File: src/rtl/encr_payload_framer.sv
// encr_payload_framer
// Reads the encryption payload FIFO in the payload slots of a programmable
// frame (overhead slots first, then payload). It emits a registered, framed
// word stream and keeps running between start-of-frame pulses. It also counts
// resyncs and frames that ended without a start-of-frame pulse.
// Optional build macro ENCR_PAYLOAD_FRAMER_LEVEL_CHECK_EN adds a counter that
// records frame starts where the FIFO fill level was below a threshold.
module encr_payload_framer #(
  parameter int NB_DATA    = 256,
  parameter int NB_ADRESS  = 3,
  parameter int NB_FRAME   = 10,
  parameter int NB_COUNTER = 16
) (
  input  logic                  i_clock,
  input  logic                  i_reset,
  input  logic [NB_DATA-1:0]    i_data,
  input  logic [NB_ADRESS-1:0]  i_fifo_level,
  input  logic [NB_DATA-1:0]    i_oh_data,
  input  logic                  i_sof,
  input  logic                  i_rf_static_enable,
  input  logic [NB_FRAME-1:0]   i_rf_static_frame_words,
  input  logic [NB_FRAME-1:0]   i_rf_static_oh_words,
  input  logic [NB_ADRESS-1:0]  i_rf_static_level_thr,
  output logic                  o_stop_read,
  output logic [NB_DATA-1:0]    o_data,
  output logic                  o_valid,
  output logic                  o_sof,
  output logic                  o_is_oh,
  output logic [NB_COUNTER-1:0] o_rf_static_resync_counter,
  output logic [NB_COUNTER-1:0] o_rf_static_missed_sof_counter,
  output logic [NB_COUNTER-1:0] o_rf_static_level_alarm_counter
);

  localparam logic [1:0] ST_IDLE    = 2'd0;
  localparam logic [1:0] ST_OH      = 2'd1;
  localparam logic [1:0] ST_PAYLOAD = 2'd2;

  logic [1:0]            state;
  logic [NB_FRAME-1:0]   slot;
  logic [NB_COUNTER-1:0] resync_count;
  logic [NB_COUNTER-1:0] missed_sof_count;

  logic                  start;
  logic                  active;
  logic                  in_oh;
  logic [NB_FRAME-1:0]   cur_slot;
  logic                  frame_end;
  logic                  oh_end;
  logic                  resync;
  logic                  sof_slot;
  logic                  run;

  // A start pulse seen in IDLE makes the current cycle overhead slot 0, so the
  // first frame begins without an extra idle cycle.
  always_comb begin
    run       = !i_reset && i_rf_static_enable;
    start     = (state == ST_IDLE) && i_sof;
    active    = (state != ST_IDLE) || start;
    in_oh     = start || (state == ST_OH);
    cur_slot  = start ? '0 : slot;
    frame_end = (state != ST_IDLE) &&
                (slot == i_rf_static_frame_words - NB_FRAME'(1));
    oh_end    = in_oh && (cur_slot == i_rf_static_oh_words - NB_FRAME'(1));
    resync    = (state != ST_IDLE) && i_sof && !frame_end;
    sof_slot  = in_oh && (cur_slot == '0);
  end

  // FIFO read strobe follows the state with no latency; disabling the block
  // stops reads within the same cycle.
  assign o_stop_read = !(run && (state == ST_PAYLOAD));

  // Slot sequencing, flywheel/resync handling and the registered output word.
  always_ff @(posedge i_clock) begin
    if (!run) begin
      state            <= ST_IDLE;
      slot             <= '0;
      o_valid          <= 1'b0;
      o_sof            <= 1'b0;
      o_is_oh          <= 1'b0;
      o_data           <= '0;
      resync_count     <= '0;
      missed_sof_count <= '0;
    end else if (!active) begin
      o_valid <= 1'b0;
      o_sof   <= 1'b0;
      o_is_oh <= 1'b0;
      o_data  <= '0;
    end else begin
      o_valid <= 1'b1;
      o_sof   <= sof_slot;
      o_is_oh <= in_oh;
      o_data  <= in_oh ? i_oh_data : i_data;
      if (frame_end) begin
        slot  <= '0;
        state <= ST_OH;
        if (!i_sof && (missed_sof_count != '1)) begin
          missed_sof_count <= missed_sof_count + NB_COUNTER'(1);
        end
      end else if (resync) begin
        slot  <= '0;
        state <= ST_OH;
        if (resync_count != '1) begin
          resync_count <= resync_count + NB_COUNTER'(1);
        end
      end else begin
        slot <= cur_slot + NB_FRAME'(1);
        if (oh_end) begin
          state <= ST_PAYLOAD;
        end else if (start) begin
          state <= ST_OH;
        end
      end
    end
  end

  assign o_rf_static_resync_counter     = resync_count;
  assign o_rf_static_missed_sof_counter = missed_sof_count;

`ifdef ENCR_PAYLOAD_FRAMER_LEVEL_CHECK_EN
  logic [NB_COUNTER-1:0] level_alarm_count;

  // Count frame starts where the FIFO holds fewer words than the threshold.
  always_ff @(posedge i_clock) begin
    if (!run) begin
      level_alarm_count <= '0;
    end else if (sof_slot && (i_fifo_level < i_rf_static_level_thr) &&
                 (level_alarm_count != '1)) begin
      level_alarm_count <= level_alarm_count + NB_COUNTER'(1);
    end
  end

  assign o_rf_static_level_alarm_counter = level_alarm_count;
`else
  logic unused_level;
  assign unused_level = ^{i_fifo_level, i_rf_static_level_thr};
  assign o_rf_static_level_alarm_counter = '0;
`endif

endmodule

File: config.mk
export PLATFORM = sky130hd
export DESIGN_NAME = encr_payload_framer
export DESIGN_NICKNAME = d
export VERILOG_FILES = /design/src/rtl/encr_payload_framer.sv
export SDC_FILE = /design/constraint.sdc
export NUM_CORES = 1
export LEC_CHECK = 0
export CORE_AREA = 5 5 326 328
export DETAILED_ROUTE_END_ITERATION = 16
export DIE_AREA = 0 0 331 333
export HOLD_SLACK_MARGIN = 0.1
export SLEW_MARGIN = 20
export SYNTH_ARGS = -nofsm -noshare
export SYNTH_HDL_FRONTEND = slang
export SYNTH_SLANG_ARGS = --single-unit
File: constraint.sdc
create_clock -name i_clock -period 3.1 [get_ports i_clock]
set_input_delay 0.775 -clock i_clock [delete_from_list [all_inputs] [get_ports i_clock]]
set_output_delay 0.775 -clock i_clock [all_outputs]
set_load 0.02 [all_outputs]
# ---- After elaboration in Yosys (flattened, before gate mapping)
# Cells that the tools add are included.
dict set report totals {
  reg_bits 303
  latch_bits 0
  mem_bits_rw 0
  romBits 0
  inputBits 542
  out_inout_bits 308
  elab_cells 52
  memories 0
}
dict set report op_classes {
  n_addsub 5
  multipliers 0
  n_div 0
  order_cmp 0
  n_eq_ne 6
  shift 0
  muxes 9
  bitwise 1
  n_reduce_logical 23
}
# op n
set op_table {}
lappend op_table {{$mux W256} 1}
lappend op_table {{$add A16 B1 Y16 const B} 2}
lappend op_table {{$ne A16 B16 Y1 const B} 2}
lappend op_table {{$mux W10} 3}
lappend op_table {{$eq A10 B10 Y1} 2}
lappend op_table {{$sub A10 B1 Y10 const B} 2}
lappend op_table {{$add A10 B1 Y10 const B} 1}
lappend op_table {{$logic_not A10 Y1} 1}
lappend op_table {{$logic_and A1 B1 Y1} 9}
lappend op_table {{$mux W2} 4}
lappend op_table {{$logic_not A1 Y1} 4}
lappend op_table {{$reduce_and A2 Y1} 2}
lappend op_table {{$reduce_and A4 Y1} 1}
lappend op_table {{$reduce_bool A4 Y1} 1}
lappend op_table {{$reduce_and A3 Y1} 1}
lappend op_table {{$eq A2 B1 Y1 const B} 1}
lappend op_table {{$eq A2 B2 Y1 const B} 1}
lappend op_table {{$logic_not A2 Y1} 1}
lappend op_table {{$logic_or A1 B1 Y1} 2}
lappend op_table {{$reduce_bool A2 Y1} 1}
lappend op_table {{$mux W1} 1}
lappend op_table {{$not A1 Y1} 1}

# ---- Longest topological paths before layout
dict set report depth {
  depth_word 8
  depth_mapped 12
  depth_no_buf 10
}

# ---- Worst setup path after synthesis
# No wires, ideal clock.
dict set report synth_timing {
  path_type {input to register}
  start {in i_rf_static_frame_words[0]}
  end {reg missed_sof_count[14] (netlist: o_rf_static_missed_sof_counter[14])}
  setup_ns 0.059
  t_arrival_ns 2.942
  required_ns 3.041
  slack_ns 0.099
  cell_stages 11
  n_path_buf 1
  path_cell_list {inv_1 ha_1 nor3b_1 nor3b_2 mux2_2 o211ai_1 o2111a_2 nand2_2 buf_2 or4_1 nand2_1}
}
dict set report synth_via {
  elab_chain_cells 4
}
# element line
set synth_lines {}
lappend synth_lines {{start, declared} 21} ;# input logic [NB_FRAME-1:0] i_rf_static_frame_words,
lappend synth_lines {{$sub A10 B1 Y10} 62} ;# (slot == i_rf_static_frame_words - NB_FRAME'(1));
lappend synth_lines {{$eq A10 B10 Y1} 62}
lappend synth_lines {{$logic_and A1 B1 Y1} 61} ;# frame_end = (state != ST_IDLE) &&
lappend synth_lines {{$reduce_and A3 Y1 (no source line)} -}
lappend synth_lines {{end signal, assigned} 97} ;# missed_sof_count <= missed_sof_count + NB_COUNTER'(1);
lappend synth_lines {{end, declared} 41} ;# logic [NB_COUNTER-1:0] missed_sof_count;
# No other way between the ends.
# A chain may end at the register's enable or synchronous reset.

# ---- Final worst setup path
dict set report layout_timing {
  start {in i_rf_static_frame_words[5]}
  end {reg slot[5]}
}
dict set report layout_via {
  elab_chain_cells 7
}
# element line
set layout_lines {}
lappend layout_lines {{$sub A10 B1 Y10 *} 62}
lappend layout_lines {{$eq A10 B10 Y1 *} 62}
lappend layout_lines {{$logic_and A1 B1 Y1 *} 61}
lappend layout_lines {{$logic_not A1 Y1} 64} ;# resync = (state != ST_IDLE) && i_sof && !frame_end;
lappend layout_lines {{$logic_and A1 B1 Y1} 64}
lappend layout_lines {{$mux W10} 99} ;# end else if (resync) begin
lappend layout_lines {{$mux W10 *} 93} ;# if (frame_end) begin
lappend layout_lines {{end signal, assigned} 106} ;# slot <= cur_slot + NB_FRAME'(1);
lappend layout_lines {{end, declared} 39} ;# logic [NB_FRAME-1:0] slot;
# Every way passes the cells marked *; elsewhere a longest branch is shown, timed or not.

==> impl_metrics.toml <==
[floorplanning]
core_area_um2 = 103000
die_x_um = 331
io_pins = 850
die_h_um = 333
dieArea_um2 = 110000
start_util = 0.116
rows = 118

[timing]
finalCriticalPeriod_ns = 3.01
clock_skew_ns = 0.0206
slew_viol_final = 0
hold_viol = 0
maxSlewHeadroom = 0.485
rsz0062_at_grt = "false"
fmax_mhz = 333
finalSetupViolCount = 0
post-route-period-util = 0.970
worstMarginPinSlew_ns = 0.770
fin_tns_setup_ns = 0

[cts]
cts-htree-levels = 2
clk_latency_ns = 0.59
root_buffer = "clkbuf_16"
cts.path.max_buffers = 3
cts_tree = "yes"
clock_sinks = 303
clkSlewWorstSetupHoldPaths_ns = 0.05
numCtsBuffers = 40

[critical_path]
path_class = "input port to register"
path_cells = "clkdlybuf4s50_1 -> or4_1 -> nand3_1 -> mux2i_1 -> o2111a_2 -> buf_6 -> buf_4 -> or2_4 -> or3_4 -> o311ai_4"
cp.arrival_ns = 3.49
cp-end-kind = "register"
start_kind = "input port"
cpMaxStageDelayCell = "or4_1"
crit_fanout = 7
slowest_delay_ns = 0.55
critical-path-top-delay-family = "simple AND/OR/NAND/NOR gates"
cp.depth = 10
worst_ep_required_time_ns = 3.58
path_buf_inv = 3
reg2reg_depth = 8

[worst_hold_path]
hold_class = "register to register"
whs_path_depth = 2

[routing]
routed_wl_mm = 78.8
drc = 0
drt_iter0_drc = 610
vias_per_cell = 3.69
wl_per_cell_um = 20.7
antenna_left = 0
first_pass_iters = 5
via_count = 14100

[global_route]
track_usage = 0.133
grt_use_met1 = 0.149
grt_overflow_total = 0
grt_pass1_vias = 13700
grtUsageMet3 = 0.0572
grtUsageMet2 = 0.227
antenna_found_initial = 34
grt_first_pass_wirelength_mm = 104
grt_max_degree = 75
top_usage_layer = "met2"

[yosys]
syn_area_um2 = 11900
yosysSeqAreaShare = 0.508
syn-mean-instance-area_um2 = 7.77
ys_seq_elements = 303
yosys_warnings = 0
synth_cell_types = 62
synth_edf_count = 0
ys.flop_type = "dfxtp_1"
synth_cells = 1538
async_reset_ff_frac = 0

[power]
irDropWorstVdd_uv = 306
powerDensity_nw_per_um2 = 455
power_mw = 10.8
p_leak_nw = 9.14

[cells_and_area]
syn_to_final_growth_pct = 99.7
finalNetCount = 2947
drive_above_1_share = 0.0824

[placed_design]
dp_hpwl_mm = 65.6
place_congestion = 0.863
portBuffers = 827

[job]
cap_viol_max_count = 0

[outcome]
status = "finished, final reports clean"
per-stage QoR:
step	setup WS, ns	instance area [um^2]	hold WS (ns)	utilization	instances
after floorplan	0.0986	12000	0.550	-	1553
after global placement	-0.821	22400	0.470	0.217	3734
after detailed placement	-0.693	22400	0.489	0.217	3734
after CTS	0.0149	23800	0.499	0.231	3805
after global routing	0.0567	23800	0.537	0.232	3810
final	0.0940	23900	0.498	0.232	3812
worst reg2reg max path, stage by stage (launching register included):
cell	delay [ns]
dfxtp_1	0.47
or2_2	0.45
o221a_2	0.35
xor2_1	0.16
o32a_1	0.28
o32ai_1	0.23
nand4_1	0.27
o21ai_0	0.24
a21oi_1	0.09
repair_timing:
| action | in CTS | in global routing |
|---|---|---|
| hold buffers | 0 | 0 |
| pin swaps | 0 | 10 |
| setup buffers | 0 | 3 |
| resized for setup | 1 | 12 |
| setup endpoints to repair | 2 | 24 |
cells by family after synthesis:
| logic type | after synthesis | share of synthesized area |
|---|---|---|
| AO/OA/AOI/OAI | 329 | 0.153 |
| XOR/XNOR | 28 | 0.0205 |
| adder cells (fa/ha/maj) | 6 | 0.00628 |
| buffers and inverters | 140 | 0.0497 |
| flip-flops | 303 | 0.508 |
| multiplexers | 10 | 0.00848 |
| other | 1 | 0.000314 |
| AND/OR/NAND/NOR | 721 | 0.254 |
cell usage after synthesis (11+ instances only):
library cell | n | area [um^2]
inv_1 | 13 | 48.8
a21oi_1 | 272 | 1360
clkbuf_1 | 102 | 383
nand2b_1 | 15 | 93.8
nand2_1 | 563 | 2110
dfxtp_1 | 303 | 6070
and3_1 | 11 | 68.8
nand3_1 | 27 | 135
nor2_1 | 38 | 143
xor2_1 | 12 | 105
xnor2_1 | 16 | 140
nor4_1 | 11 | 68.8
buf_4 | 16 | 120
area by class of cell:
cell class / count / area (um^2)
fillers: 11300 / 79100
diodes: 4 / 10.0
clock inverters: 14 / 199
repair buffers: 931 / 9200
well taps: 1380 / 1730
inverters: 13 / 48.8
multi-input cells: 1110 / 5420
clock buffers: 57 / 1190
flip-flops and latches: 303 / 6070
routing by layer:
layer | vias to the layer above | wire (um)
li1 | 6787 | -
met1 | 6486 | 30500
met2 | 639 | 37300
met3 | 126 | 8270
met4 | 34 | 2480
met5 | - | 222
path summary, 6_finish.rpt:
check	startpoint	endpoint	slack [ns]
setup reg to reg	state[0]$_SDFFE_PN0P_	state[0]$_SDFFE_PN0P_	0.44
hold reg to reg	o_rf_static_resync_counter[10]$_SDFFE_PN0P_	o_rf_static_resync_counter[10]$_SDFFE_PN0P_	0.50
setup / recovery	i_rf_static_frame_words[5]	slot[5]$_SDFFE_PN0P_	0.09
hold / removal	o_rf_static_resync_counter[10]$_SDFFE_PN0P_	o_rf_static_resync_counter[10]$_SDFFE_PN0P_	0.50
placed cells by master (no fill, tap or decap), drive strengths merged, types with 11 or more instances in the layout:
cell and count:
buf 105, o21ai 11, nor2 38, nand2b 15
xnor2 16, a21oi 272, and3 11, dfxtp 303
nand2 564, nor3 11, conb 16, clkdlybuf4s50 821
clkbuf 57, nor4 12, inv 16, xor2 12
nand3 27
registers in the layout, summed over array words and instances (netlist names):
signal                          cells
o_data                            256
o_rf_static_missed_sof_counter     16
o_rf_static_resync_counter         16
slot                               10
state                               2
o_is_oh                             1
o_sof                               1
o_valid                             1
power breakdown:
group	switching, mW	internal [mW]
sequential	0.0391	4.01
clock	1.96	3.01
combinational	0.836	1.00
Note: power is estimated with default switching activity, not from simulation.
